==> src/rtl/pipe_pkg.sv <==
// Shared definitions for elastic pipeline stage boundaries.
// Holds the stage occupancy enum, default payload widths and the bit layout
// of the default EX->MEM payload (control bits and data-field offsets).
package pipe_pkg;

  // Encoding doubles as the occupancy count.
  typedef enum logic [1:0] {
    StEmpty = 2'd0,
    StOne   = 2'd1,
    StFull  = 2'd2
  } pipe_state_e;

  localparam int unsigned CtrlWDefault = 6;
  localparam int unsigned DataWDefault = 133;

  // Control bit positions: {ALUequal, MemWrite, MemRead, MemtoReg[1:0], RegWrite}
  localparam int unsigned CTRL_ALUEQ      = 5;
  localparam int unsigned CTRL_MEMWR      = 4;
  localparam int unsigned CTRL_MEMRD      = 3;
  localparam int unsigned CTRL_MEM2REG_HI = 2;
  localparam int unsigned CTRL_MEM2REG_LO = 1;
  localparam int unsigned CTRL_REGWR      = 0;

  // Data field LSB offsets: {ALUout, memwritedata, PCplus4, PC, regwriteaddr}
  localparam int unsigned DATA_REGWRADDR_OFS = 0;
  localparam int unsigned DATA_REGWRADDR_W   = 5;
  localparam int unsigned DATA_PC_OFS        = 5;
  localparam int unsigned DATA_PCPLUS4_OFS   = 37;
  localparam int unsigned DATA_MEMWRDATA_OFS = 69;
  localparam int unsigned DATA_ALUOUT_OFS    = 101;
  localparam int unsigned DATA_WORD_W        = 32;

endpackage

==> src/rtl/pipe_entry_reg.sv <==
// Single {ctrl, data} payload register used as one slot of a pipeline stage.
// Ports:
//   clk, reset      - clock, synchronous active-low reset (clears ctrl and data)
//   load            - capture ctrlIn/dataIn (takes priority over clrCtrl)
//   clrCtrl         - clear the ctrl field only; data is left untouched
//   ctrlIn, dataIn  - payload to load
//   ctrlOut, dataOut- registered payload
module pipe_entry_reg
  import pipe_pkg::*;
#(
  parameter int unsigned CTRL_W = CtrlWDefault,
  parameter int unsigned DATA_W = DataWDefault
) (
  input  logic              clk,
  input  logic              reset,
  input  logic              load,
  input  logic              clrCtrl,
  input  logic [CTRL_W-1:0] ctrlIn,
  input  logic [DATA_W-1:0] dataIn,
  output logic [CTRL_W-1:0] ctrlOut,
  output logic [DATA_W-1:0] dataOut
);

  logic [CTRL_W-1:0] ctrlQ;
  logic [DATA_W-1:0] dataQ;

  always_ff @(posedge clk) begin
    if (!reset) begin
      ctrlQ <= '0;
      dataQ <= '0;
    end else if (load) begin
      ctrlQ <= ctrlIn;
      dataQ <= dataIn;
    end else if (clrCtrl) begin
      ctrlQ <= '0;
    end
  end

  assign ctrlOut = ctrlQ;
  assign dataOut = dataQ;

endmodule

==> src/rtl/pipe_stage_skid.sv <==
// Elastic pipeline-stage register with valid/ready handshake, 2-entry skid
// buffer and flush. Ctrl bits are cleared whenever a slot is vacated and are
// gated to zero on bubbles; data bits are never modified or cleared in transit.
// Ports:
//   clk, reset                      - clock, synchronous active-low reset
//   flush                           - squash held entries and this cycle's arrival
//   in_valid/in_ready/in_ctrl/in_data    - upstream handshake and payload
//   out_valid/out_ready/out_ctrl/out_data - downstream handshake and head payload
//   occupancy                       - entries held (0..2)
module pipe_stage_skid
  import pipe_pkg::*;
#(
  parameter int unsigned CTRL_W = CtrlWDefault,
  parameter int unsigned DATA_W = DataWDefault
) (
  input  logic              clk,
  input  logic              reset,
  input  logic              flush,
  input  logic              in_valid,
  output logic              in_ready,
  input  logic [CTRL_W-1:0] in_ctrl,
  input  logic [DATA_W-1:0] in_data,
  output logic              out_valid,
  input  logic              out_ready,
  output logic [CTRL_W-1:0] out_ctrl,
  output logic [DATA_W-1:0] out_data,
  output logic [1:0]        occupancy
);

  pipe_state_e stateQ, stateD;

  logic              accept, pop;
  logic              mainLoad, mainFromSkid, mainClr;
  logic              skidLoad, skidClr;
  logic [CTRL_W-1:0] mainCtrlIn, mainCtrl, skidCtrl;
  logic [DATA_W-1:0] mainDataIn, mainData, skidData;

  // in_ready comes from registered state only, so out_ready never reaches it.
  assign in_ready  = (stateQ != StFull) && reset;
  assign out_valid = (stateQ != StEmpty);
  assign accept    = in_valid && in_ready;
  assign pop       = out_valid && out_ready;

  always_ff @(posedge clk) begin
    if (!reset) begin
      stateQ <= StEmpty;
    end else begin
      stateQ <= stateD;
    end
  end

  always_comb begin
    stateD       = stateQ;
    mainLoad     = 1'b0;
    mainFromSkid = 1'b0;
    mainClr      = 1'b0;
    skidLoad     = 1'b0;
    skidClr      = 1'b0;
    if (flush) begin
      // Arrival is dropped (no load) but upstream still sees its handshake.
      stateD  = StEmpty;
      mainClr = 1'b1;
      skidClr = 1'b1;
    end else begin
      unique case (stateQ)
        StEmpty: begin
          if (accept) begin
            stateD   = StOne;
            mainLoad = 1'b1;
          end
        end
        StOne: begin
          if (accept && pop) begin
            mainLoad = 1'b1;
          end else if (accept) begin
            stateD   = StFull;
            skidLoad = 1'b1;
          end else if (pop) begin
            stateD  = StEmpty;
            mainClr = 1'b1;
          end
        end
        StFull: begin
          // No accept possible here: in_ready is low while full.
          if (pop) begin
            stateD       = StOne;
            mainLoad     = 1'b1;
            mainFromSkid = 1'b1;
            skidClr      = 1'b1;
          end
        end
        default: begin
          stateD  = StEmpty;
          mainClr = 1'b1;
          skidClr = 1'b1;
        end
      endcase
    end
  end

  assign mainCtrlIn = mainFromSkid ? skidCtrl : in_ctrl;
  assign mainDataIn = mainFromSkid ? skidData : in_data;

  pipe_entry_reg #(
    .CTRL_W (CTRL_W),
    .DATA_W (DATA_W)
  ) u_main (
    .clk     (clk),
    .reset   (reset),
    .load    (mainLoad),
    .clrCtrl (mainClr),
    .ctrlIn  (mainCtrlIn),
    .dataIn  (mainDataIn),
    .ctrlOut (mainCtrl),
    .dataOut (mainData)
  );

  pipe_entry_reg #(
    .CTRL_W (CTRL_W),
    .DATA_W (DATA_W)
  ) u_skid (
    .clk     (clk),
    .reset   (reset),
    .load    (skidLoad),
    .clrCtrl (skidClr),
    .ctrlIn  (in_ctrl),
    .dataIn  (in_data),
    .ctrlOut (skidCtrl),
    .dataOut (skidData)
  );

  assign out_ctrl  = out_valid ? mainCtrl : '0;
  assign out_data  = mainData;
  assign occupancy = stateQ;

endmodule

==> config.mk <==
export PLATFORM = sky130hd
export DESIGN_NAME = pipe_stage_skid
export DESIGN_NICKNAME = d
export VERILOG_FILES = /design/src/rtl/pipe_pkg.sv /design/src/rtl/pipe_entry_reg.sv /design/src/rtl/pipe_stage_skid.sv
export SDC_FILE = /design/constraint.sdc
export NUM_CORES = 1
export LEC_CHECK = 0
export CAP_MARGIN = 25
export CORE_MARGIN = 3
export CORE_UTILIZATION = 54
export DETAILED_ROUTE_END_ITERATION = 10
export PLACE_DENSITY = 0.94
export SETUP_SLACK_MARGIN = 0.4
export SKIP_LAST_GASP = 1
export SYNTH_ARGS = -nofsm -noshare
export SYNTH_HDL_FRONTEND = slang
export SYNTH_HIERARCHICAL = 1
export SYNTH_SLANG_ARGS = --single-unit
==> constraint.sdc <==
create_clock -name clk -period 3.21 [get_ports clk]
set_input_delay 0.642 -clock clk [delete_from_list [all_inputs] [get_ports clk]]
set_output_delay 0.642 -clock clk [all_outputs]
set_load 0.03 [all_outputs]
==> flow_summary.ini <==
[floorplan]
die_h_um = 158
initial_core_util = 0.560
num_io_pins = 287
chipWidth_um = 158
num_rows = 54
die_area_um2 = 25000
core_um2 = 22300

[clock_network]
h-tree-depth = 1
post_cts_buffers = 0
cts_tree = yes
clockRootBuffer = clkbuf_16
numCtsBuffers = 30
holdBufCountCts = 0
cts.clk_slew.worst_paths_ns = 0.06
clk_latency_ns = 0.54
cts_sinks = 280
cts_buffer_depth = 3

[sta]
tightest_slew_ns = 0.996
timing.fmax_mhz = 373
setup_viol = 0
maxSlewViolCount = 0
finalClockSkew_ns = 0.0105
relSlewSlack = 0.336
fin_setup_tns_ns = 0
hold_violations = 0
finalCritPeriodShare = 0.836
finalCriticalPeriod_ns = 2.68
rsz0062_at_grt = no

[setup_path]
critical_path.startpoint_type = register
crit_path_end_kind = primary output
criticalPathCategory = reg2out
critPathRequiredTime_ns = 2.57
cp-startpoint = occupancy[1]
worstReg2RegStart = occupancy[1]
critical_path.max_fanout = 10
arrival_ns = 2.04

[min_path]
hp-class = reg2reg
min_from = u_skid/ctrlOut[1]

[placement]
io_buffers = 286
hpwl_mm = 18.8
place.gp.congestion = 0.834

[global_routing]
grt_pass1_wl_mm = 45.7
grt_max_degree = 282
antenna_found_initial = 2
grt_usage = 0.221
grt-ovfl-total = 0
grt_pass1_vias = 9090

[route]
viasPerCell = 5.17
route.detailed.drc = 0
wire_per_inst_um = 17.5
via_count = 8570
wirelength_mm = 28.9
drtPass1Iterations = 6
drt.antenna.violating_nets = 0
initialDrtViolationCount = 328

[final_layout]
final_common_cell = clkdlybuf4s50_1
n_fill_cell = 1480
layout-drive-gt1-share = 0.0749
nets = 1497
syn2layout_area_growth_pct = 31.9
layout_common_cells = 283 x clkdlybuf4s50_1, 278 x dfxtp_1, 273 x nor2b_1

[power]
p_leak_nw = 5.39
p_per_area_nw_per_um2 = 481
max-vdd-ir-drop_mv = 0.359
total_power_mw = 7.91

[synth]
synth_area_um2 = 12500
synth_fa_ha_area_frac = 0
ys_warn_count = 6
synth_seq_cells = 280
avgSynthCellArea_um2 = 11.4
synth_nets = 1242
synth_top_family_by_area = multiplexers
synth_xor_area_frac = 0
synth_mux_area_frac = 0.339
synth.distinct_cells = 26
synth-compound-area-share = 0.00942
syn_inst = 1098
yosysSeqAreaShare = 0.449
synthSimpleGateAreaFrac = 0.155

[flow_run]
max_cap_viol_count = 0

[status]
outcome = finished, final reports clean
## final cells by class
type	instances	area, um^2	share of cell area
Tap cell	280	350	0.0213
Clock inverter	15	159	0.00966
Multi-Input combinational cell	736	6300	0.383
Inverter	3	11.3	0.000684
Antenna cell	2	5.00	0.000304
Timing Repair Buffer	302	3160	0.192
Clock buffer	40	860	0.0522
Sequential cell	280	5610	0.341
## synth_stat cells
library cell | number | share of area
buf_4 | 22 | 0.013
nor2b_1 | 273 | 0.14
mux2_1 | 110 | 0.099
inv_1 | 3 | 0.00090
o211ai_1 | 1 | 0.00060
buf_8 | 6 | 0.0072
a21oi_1 | 2 | 0.00080
o21bai_1 | 1 | 0.00060
nand2_1 | 2 | 0.00060
buf_6 | 16 | 0.014
nor2_1 | 2 | 0.00060
nand2b_4 | 1 | 0.0011
nor4_1 | 1 | 0.00050
buf_2 | 9 | 0.0036
nand3_1 | 13 | 0.0052
dfxtp_1 | 280 | 0.45
clkbuf_1 | 26 | 0.0078
o21ai_1 | 12 | 0.0048
mux2i_1 | 266 | 0.21
o32a_1 | 2 | 0.0016
a211oi_1 | 1 | 0.00060
nor3b_4 | 1 | 0.0015
mux2_2 | 29 | 0.026
nand2b_1 | 17 | 0.0085
o21ai_0 | 1 | 0.00040
and2_1 | 1 | 0.00050
## sequential cells by signal, indices dropped and copies added, names as in the netlist
register	cells
u_main/dataOut	133
u_skid/dataOut	133
u_main/ctrlOut	6
u_skid/ctrlOut	6
occupancy	2
## metal layers
metal  GRT usage  vias to the layer above  share of wire
li1            -                     4228              -
met1       0.258                     4064           0.41
met2       0.398                      218           0.49
met3      0.0525                       60          0.062
met4      0.0737                        0          0.029
met5           0                        -              0
## cells by family after synthesis
kind of cell,count (synthesis)
muxes,405
and+or+nand+nor,311
DFF,280
buffers and inverters,82
AOI/OAI and AO/OA,20
## path summary, 6_finish.rpt
path                            slack, ns                 end  cells past startpoint
worst min register to register       0.47   u_skid/ctrlOut[1]                      2
worst max register to register       1.18  u_main/dataOut[74]                      7
worst max-delay path                 0.53         out_ctrl[5]                      3
worst min-delay path                 0.47   u_skid/ctrlOut[1]                      2
## worst max-delay path, stage by stage, from the launching register on
cell	delay, ns
dfxtp_2	0.38
nor2_1	0.40
nor2b_1	0.11
clkdlybuf4s50_1	0.61
## what timing repair did
| item | 4_1_cts | 5_1_grt |
|---|---|---|
| setup endpoints to repair | 6 | 6 |
| endpoints found under the hold margin | 0 | 0 |
| resized for setup | 1 | 3 |
| gates cloned | 0 | 0 |
## report_power, final
part           switching (mW)  internal [mW]  leakage, nW
clock network            1.39           2.12        0.510
logic                   0.368          0.453         2.61
registers              0.0393           3.54         2.27
## metrics by stage
step	std cells	hold WS [ns]	setup slack, ns	util	instance area [um^2]
final	1658	0.466	0.528	0.738	16500
after global routing	1658	0.498	0.441	0.738	16500
after global placement	1601	0.449	0.502	0.692	15400
after detailed placement	1601	0.454	0.412	0.692	15400
after CTS	1656	0.464	0.441	0.738	16400
after floorplan	1098	0.437	1.24	-	12500
Note: power is estimated with default switching activity, not from simulation.
